<file path="config.mk">
export PLATFORM = sky130hd
export DESIGN_NAME = fetch_seq
export DESIGN_NICKNAME = d
export VERILOG_FILES = /design/src/rtl/fetch_seq.sv
export SDC_FILE = /design/constraint.sdc
export NUM_CORES = 1
export LEC_CHECK = 0
export CAP_MARGIN = 0
export CORE_AREA = 4 4 165 167
export CTS_BUF_LIST = sky130_fd_sc_hd__clkbuf_4 sky130_fd_sc_hd__clkbuf_8
export CTS_CLUSTER_DIAMETER = 50
export CTS_CLUSTER_SIZE = 8
export DETAILED_ROUTE_END_ITERATION = 10
export DIE_AREA = 0 0 169 171
export PLACE_DENSITY = 0.57
export SYNTH_ARGS = -nofsm -noshare
export SYNTH_HDL_FRONTEND = slang
export SYNTH_SLANG_ARGS = --single-unit
</file>
<file path="constraint.sdc">
create_clock -name clk -period 2.75 [get_ports clk]
set_clock_uncertainty 0.1 [all_clocks]
set_input_delay 0.55 -clock clk [delete_from_list [all_inputs] [get_ports clk]]
set_output_delay 0.55 -clock clk [all_outputs]
set_load 0.01 [all_outputs]
</file>
<file path="src/rtl/fetch_seq.sv">
// fetch_seq: MIPS instruction-fetch sequencer. Owns the architectural PC, fetches over req/ack, delivers over valid/ready.
// Define FETCH_DELAY_SLOT_EN to defer redirects until the branch delay-slot instruction has transferred.
module fetch_seq #(
  parameter logic [31:0] RESET_PC = 32'h0000_3000
) (
  input  logic        clk,
  input  logic        rst_n,
  input  logic        redir_valid,
  input  logic [1:0]  redir_op,
  input  logic [31:0] redir_pc,
  input  logic [25:0] redir_imm,
  input  logic [31:0] redir_ra,
  output logic        imem_req,
  output logic [31:0] imem_addr,
  input  logic        imem_ack,
  input  logic [31:0] imem_rdata,
  output logic        if_valid,
  output logic [31:0] if_pc,
  output logic [31:0] if_instr,
  input  logic        if_ready
);

  typedef enum logic {S_FETCH, S_OUT} state_t;

  state_t      state_q, state_d;
  logic [31:0] pc_q, pc_d;
  logic [31:0] addr_q, addr_d;
  logic        req_q, req_d;
  logic        valid_q, valid_d;
  logic [31:0] if_pc_q, if_pc_d;
  logic [31:0] if_instr_q, if_instr_d;
  logic        redir_hit;
  logic        xfer;
  logic [31:0] target;
  logic [31:0] next_seq;
`ifdef FETCH_DELAY_SLOT_EN
  logic        pend_q, pend_d;
  logic [31:0] pend_tgt_q, pend_tgt_d;
  logic [31:0] slot_q, slot_d;
  logic [31:0] slot_pc;
`else
  logic        kill_q, kill_d;
`endif

  always_comb begin
    case (redir_op)
      2'b01:   target = redir_pc + 32'd4 + {{14{redir_imm[15]}}, redir_imm[15:0], 2'b00};
      2'b10:   target = {redir_pc[31:28], redir_imm, 2'b00};
      2'b11:   target = redir_ra;
      default: target = pc_q;
    endcase
  end

`ifdef FETCH_DELAY_SLOT_EN
  // A redirect arriving while one is already pending is dropped.
  assign slot_pc   = redir_pc + 32'd4;
  assign redir_hit = redir_valid & (redir_op != 2'b00) & ~pend_q;
  assign xfer      = valid_q & if_ready;
  assign if_valid  = valid_q;
`else
  // The buffered instruction is hidden from decode in the redirect cycle.
  assign redir_hit = redir_valid & (redir_op != 2'b00);
  assign xfer      = valid_q & if_ready & ~redir_hit;
  assign if_valid  = valid_q & ~redir_hit;
`endif

  always_comb begin
    state_d    = state_q;
    pc_d       = pc_q;
    addr_d     = addr_q;
    req_d      = req_q;
    valid_d    = valid_q;
    if_pc_d    = if_pc_q;
    if_instr_d = if_instr_q;
    next_seq   = if_pc_q + 32'd4;
`ifdef FETCH_DELAY_SLOT_EN
    pend_d     = pend_q;
    pend_tgt_d = pend_tgt_q;
    slot_d     = slot_q;

    if (redir_hit && !(xfer && (if_pc_q == slot_pc))) begin
      pend_d     = 1'b1;
      pend_tgt_d = target;
      slot_d     = slot_pc;
    end

    if (pend_q && (if_pc_q == slot_q)) begin
      next_seq = pend_tgt_q;
    end else if (redir_hit && (if_pc_q == slot_pc)) begin
      next_seq = target;
    end

    case (state_q)
      S_FETCH: begin
        req_d = 1'b1;
        if (imem_ack && req_q) begin
          if_pc_d    = pc_q;
          if_instr_d = imem_rdata;
          valid_d    = 1'b1;
          req_d      = 1'b0;
          state_d    = S_OUT;
        end
      end
      S_OUT: begin
        if (xfer) begin
          pc_d    = next_seq;
          addr_d  = next_seq;
          valid_d = 1'b0;
          req_d   = 1'b1;
          state_d = S_FETCH;
          if (pend_q && (if_pc_q == slot_q)) begin
            pend_d = 1'b0;
          end
        end
      end
      default: state_d = S_FETCH;
    endcase
`else
    kill_d = kill_q;

    case (state_q)
      S_FETCH: begin
        req_d = 1'b1;
        if (redir_hit) begin
          pc_d = target;
          // An outstanding request keeps its address until acked; its data is discarded.
          if (req_q && imem_ack) begin
            addr_d = target;
            kill_d = 1'b0;
          end else if (req_q) begin
            kill_d = 1'b1;
          end else begin
            addr_d = target;
          end
        end else if (imem_ack && req_q) begin
          if (kill_q) begin
            kill_d = 1'b0;
            addr_d = pc_q;
          end else begin
            if_pc_d    = pc_q;
            if_instr_d = imem_rdata;
            valid_d    = 1'b1;
            req_d      = 1'b0;
            state_d    = S_OUT;
          end
        end
      end
      S_OUT: begin
        if (redir_hit) begin
          pc_d    = target;
          addr_d  = target;
          valid_d = 1'b0;
          req_d   = 1'b1;
          state_d = S_FETCH;
        end else if (xfer) begin
          pc_d    = next_seq;
          addr_d  = next_seq;
          valid_d = 1'b0;
          req_d   = 1'b1;
          state_d = S_FETCH;
        end
      end
      default: state_d = S_FETCH;
    endcase
`endif
  end

  always_ff @(posedge clk or negedge rst_n) begin
    if (!rst_n) begin
      state_q    <= S_FETCH;
      pc_q       <= RESET_PC;
      addr_q     <= RESET_PC;
      req_q      <= 1'b0;
      valid_q    <= 1'b0;
      if_pc_q    <= RESET_PC;
      if_instr_q <= '0;
`ifdef FETCH_DELAY_SLOT_EN
      pend_q     <= 1'b0;
      pend_tgt_q <= '0;
      slot_q     <= '0;
`else
      kill_q     <= 1'b0;
`endif
    end else begin
      state_q    <= state_d;
      pc_q       <= pc_d;
      addr_q     <= addr_d;
      req_q      <= req_d;
      valid_q    <= valid_d;
      if_pc_q    <= if_pc_d;
      if_instr_q <= if_instr_d;
`ifdef FETCH_DELAY_SLOT_EN
      pend_q     <= pend_d;
      pend_tgt_q <= pend_tgt_d;
      slot_q     <= slot_d;
`else
      kill_q     <= kill_d;
`endif
    end
  end

  assign imem_req  = req_q;
  assign imem_addr = addr_q;
  assign if_pc     = if_pc_q;
  assign if_instr  = if_instr_q;

endmodule

</file>
==> results of run 1 <==
## how the worst max path moves through the flow
| stage | endpoint | startpoint | depth (start not counted) | slack [ps] |
|---|---|---|---|---|
| 2_1_floorplan | pc_q[27] | redir_pc[22] | 10 | -120 |
| 3_3_place_gp | imem_addr[31] | redir_imm[15] | 13 | -880 |
| 5_1_grt | imem_addr[17] | redir_imm[1] | 13 | -20 |
| 4_1_cts | imem_addr[27] | redir_imm[15] | 11 | 0.6 |
| 6_report | pc_q[27] | redir_imm[6] | 11 | 40 |
| 3_5_place_dp | imem_addr[31] | redir_imm[15] | 13 | -930 |
## flip-flops by register name, summed over array words and instances (netlist names)
signal and cells:
if_instr 32, if_pc 32, imem_addr 32, imem_req 1
kill_q 1, pc_q 32, state_q 1, valid_q 1
## power by group through the flow
stage	Combinational [mW]	Clock [mW]	Sequential [mW]
finish	6.61	1.67	3.78
floorplan	2.94	0	3.92
detailed placement	6.41	0	3.80
global placement	6.35	0	3.79
CTS	6.55	1.70	3.77
global route	7.17	1.79	3.91
## layout make-up
type / instances / share of cell area
clock inverter: 13 / 0.00959
inverter: 18 / 0.00497
multi-input combinational: 774 / 0.447
timing repair buffer: 410 / 0.256
clock buffer: 19 / 0.0181
sequential: 132 / 0.235
tap: 335 / 0.0298
antenna: 1 / 0.000178
## worst reg2reg max path, delay by kind of cell (launching register included)
| kind | cells | cell delay [ps] |
|---|---|---|
| compound gates | 3 | 590 |
| flops | 1 | 560 |
| simple gates | 5 | 1280 |
## through the flow
stage / util / instances
detailed placement: 0.514 / 1658
floorplan: - / 980
global placement: 0.514 / 1658
global route: 0.547 / 1702
CTS: 0.541 / 1698
finish: 0.547 / 1702
## cells by family (layout without fill, tap and decap cells)
family                   after synthesis  in the layout
buffers and inverters                 74            460
adder cells (fa/ha/maj)               59             59
multiplexers                          93             93
AND/OR/NAND/NOR                      299            299
flip-flops                           132            132
other                                  0              1
AO/OA/AOI/OAI                        286            286
XOR/XNOR                              37             37
## placed cells by master (no fill, tap or decap), types with 19 or more instances in the layout
master,count
xor2_1,19
mux2i_1,19
nand2_1,97
buf_4,179
clkdlybuf4s50_1,184
mux2_2,73
dfrtp_1,125
ha_4,47
nand3_1,21
nor2_1,86
o211ai_1,25
o21ai_0,36
a21oi_1,71
## routing by layer
layer	global-route usage	vias to the layer above	share of wire
li1	-	4372	-
met1	0.304	4389	0.45
met3	0.0310	43	0.047
met4	0.0599	0	0.022
met2	0.377	272	0.48
met5	0	-	0
## what timing repair did
action                                 in CTS  in global routing
setup endpoints to repair                  44                 29
hold buffers                                1                  0
buffers inserted                            6                  3
gates resized for setup                   111                 66
cloned                                      1                  0
pin swaps                                  42                 40
endpoints found under the hold margin      35                  0
==> results by stage, run 1 <==
Synthesis:
- Counting flops and latches in the post-synthesis netlist gives 132.
- The synthesis warning total is 0.
- Of the total synthesized cell area, the portion taken by AND, OR, NAND and NOR gates is 0.156.
- The synthesized design spends more area on one cell type than any other, namely dfrtp_1.
- Of the post-synthesis cell area, the dominant cell type holds 0.352.
- The post-synthesis async set-or-reset flop share is 1.00.
- The count of mapped cells out of synthesis is 980.
- The most used flip-flop cell after synthesis is dfrtp_1.
- In the post-synthesis netlist, the cell with the most instances is dfrtp_1.
- The share of the synthesized area in compound gates (AO/OA/AOI/OAI) is 0.208.
- Of the total synthesized cell area, the portion taken by full adders, half adders and majority gates is 0.0833.
- The synthesized design contains 0 enable-type register cells.
- Of the total synthesized cell area, the portion taken by XOR and XNOR cells is 0.0362.
- By area the synthesized netlist is led by dfrtp_1 35%, mux2_2 9.3%, ha_1 8.1%.
- The register area share after synthesis is 0.370.
- The area of the mapped netlist is 8950 sq um.
- The net count after synthesis is 1,168.
- Counting instances in the post-synthesis netlist gives the leading cell types as 126 x dfrtp_1, 100 x nand2_1, 90 x nor2_1, 80 x a21oi_1, 74 x mux2_2.
- By area, the combinational part of the netlist is dominated by compound AO/OA/AOI/OAI gates.
- In this run, distinct cell masters in the synthesized netlist total 68.
- The average instance in the mapped netlist occupies 9.14 sq um.
- Of the post-synthesis cell area, the part taken by muxes is 0.114.

Clocking:
- The count of H-tree levels built during CTS is 4.
- TritonCTS built the clock tree.
- The largest buffer count on any clock path is 2.
- For the worst-skew pair, the clock arrives at the later sink with an insertion delay of 450 ps.
- The root buffer cell chosen for the clock tree is clkbuf_8.
- Counting every sink on the clock net gives 132.
- The clock transition at the registers of the reported paths is 80 ps.
- In this run, CTS created clock tree buffers numbering 17.

STA:
- The time the final worst path needs with I/O delays and setup is 2710 ps.
- The final count of hold timing violations came to 0.
- The worst hold margin is 379 ps.
- The worst path meets setup with 43.5 ps of slack.
- Setup repair after global routing could not meet its margin everywhere.
- Based on the critical path, the design can be clocked at up to 0.369 GHz.
- The number of pins with negative max-slew slack in the final report is 0.
- The period utilization is 0.984.
- For the pin with the worst max-slew slack, the measured transition is 532 ps.
- The count of final setup violators is 0.
- The aggregate negative setup slack is 0 ps.
- The worst relative slew slack is 0.645.

Power and ir drop:
- The total power after layout is 12.1 mW.
- The cell-internal power is 7.34 mW.
- The clock power share is 0.139.
- The sequential group share of total power is 0.313.
- The power density over the cells is 856 nW/um^2.
- The maximum ir drop on the vdd rail is 0.000508 V.
- The static leakage power is 5.87 nW.
- The net switching power is 4.71 mW.
- The combinational power share is 0.548.
- Of the total power, the share spent switching nets is 0.391.

Route:
- The detail-routed via count per cell is 5.33.
- Dividing the detail-routed wire length by the instance count gives 19.4 um.
- Once detail routing completed, the nets flagged for antenna violations numbered 0.
- The final layout contains routed wiring with a total length of 33,000 um.
- The detailed router finished its first iteration with 606 violations.
- The routed layout has 9,076 vias.
- The first detailed-routing pass ran for 5 iterations.
- For this run, design rule violations remaining after detail routing come to 0.

Min path:
- The cell depth of the worst min-delay path is 2.
- The beginning of the worst hold path is imem_addr[9].
- The endpoint with the worst hold slack is imem_addr[9].
- The class of the tightest hold or removal check is reg2reg.

Die:
- The chip width is 169 um.
- After floorplanning, the core was sized to cover 25,800 sq um.
- In this run the vertical extent of the chip is 171 um.
- The number of placement rows is 59.
- For this configuration, the core starts out at a cell density of 0.347.
- 227 I/O pins were placed.
- The full die area is 28,900 sq um.

Global route:
- The first global-routing pass estimated 51,400 um of wire.
- The total global routing overflow is 0.
- The initial antenna violation count is 1.
- The maximum number of pins on one net before global-route repair is 51.
- The global-route usage over all layers is 0.224.
- The number of global-route vias before repair is 9,269.

Critical path:
- The worst register-to-register path ends at imem_addr[29].
- The startpoint of the worst-slack reg-to-reg timing path is if_pc[12].
- The arrival time of data at the critical path endpoint is 2940 ps.
- On the critical path the largest part of the delay comes from simple AND/OR/NAND/NOR gates.
- The critical path class is in2reg.
- The worst setup slack for register-to-register paths is 140 ps.
- The count of cells along the worst register-to-register path is 8.
- Traced cell by cell, the critical path runs through clkdlybuf4s15_1, ha_2, ha_4, and3_4, nand2_4, or4_4, o21a_4, a21oi_2, mux2_4, a31oi_1, o21ai_1.
- The data required time of the worst path is 2990 ps.
- The largest single stage delay on the critical path is 510 ps.
- The buffer and inverter count on the worst path is 1.
- The largest fanout on the critical path is 3.
- The nature of the critical path endpoint is a flip-flop.
- The slowest cell on the critical path is or4_4.
- The critical path launch point type is an input pin.

Run:
- The max-capacitance violation count is 0.

Place:
- The worst slack at placement is -928 ps.
- The area of placed instances is 13,200 sq um.
- The count of input and output buffers is 226.
- At the end of routability-driven placement, the weighted congestion stood at 0.875.
- The detailed placement HPWL is 25,500 um.

Layout:
- The area growth from synthesis to layout is 57.4%.
- The fraction of layout instances using a drive strength above 1 is 0.318.
- In the final design database the tool counted 1,541 nets.
- Registers take 3310 sq um.
- The finished cells cover 14,100 sq um.
- The number of inserted filler cells in the final layout is 2,407.
- The multi-input gate area in the final layout is 6290 sq um.

Run status:
- The run finished with clean final reports.
(Power assumes the default switching activity.)
==> run 2, diff against run 1 <==
--- a/config.mk
+++ b/config.mk
@@ -8,7 +8,7 @@
 export CAP_MARGIN = 0
 export CORE_AREA = 4 4 165 167
 export CTS_BUF_LIST = sky130_fd_sc_hd__clkbuf_4 sky130_fd_sc_hd__clkbuf_8
-export CTS_CLUSTER_DIAMETER = 50
+export CTS_CLUSTER_DIAMETER = 30
 export CTS_CLUSTER_SIZE = 8
 export DETAILED_ROUTE_END_ITERATION = 10
 export DIE_AREA = 0 0 169 171
==> results of run 2 <==
Same layout as run 1: the final DEF is identical, and so are final timing and power.
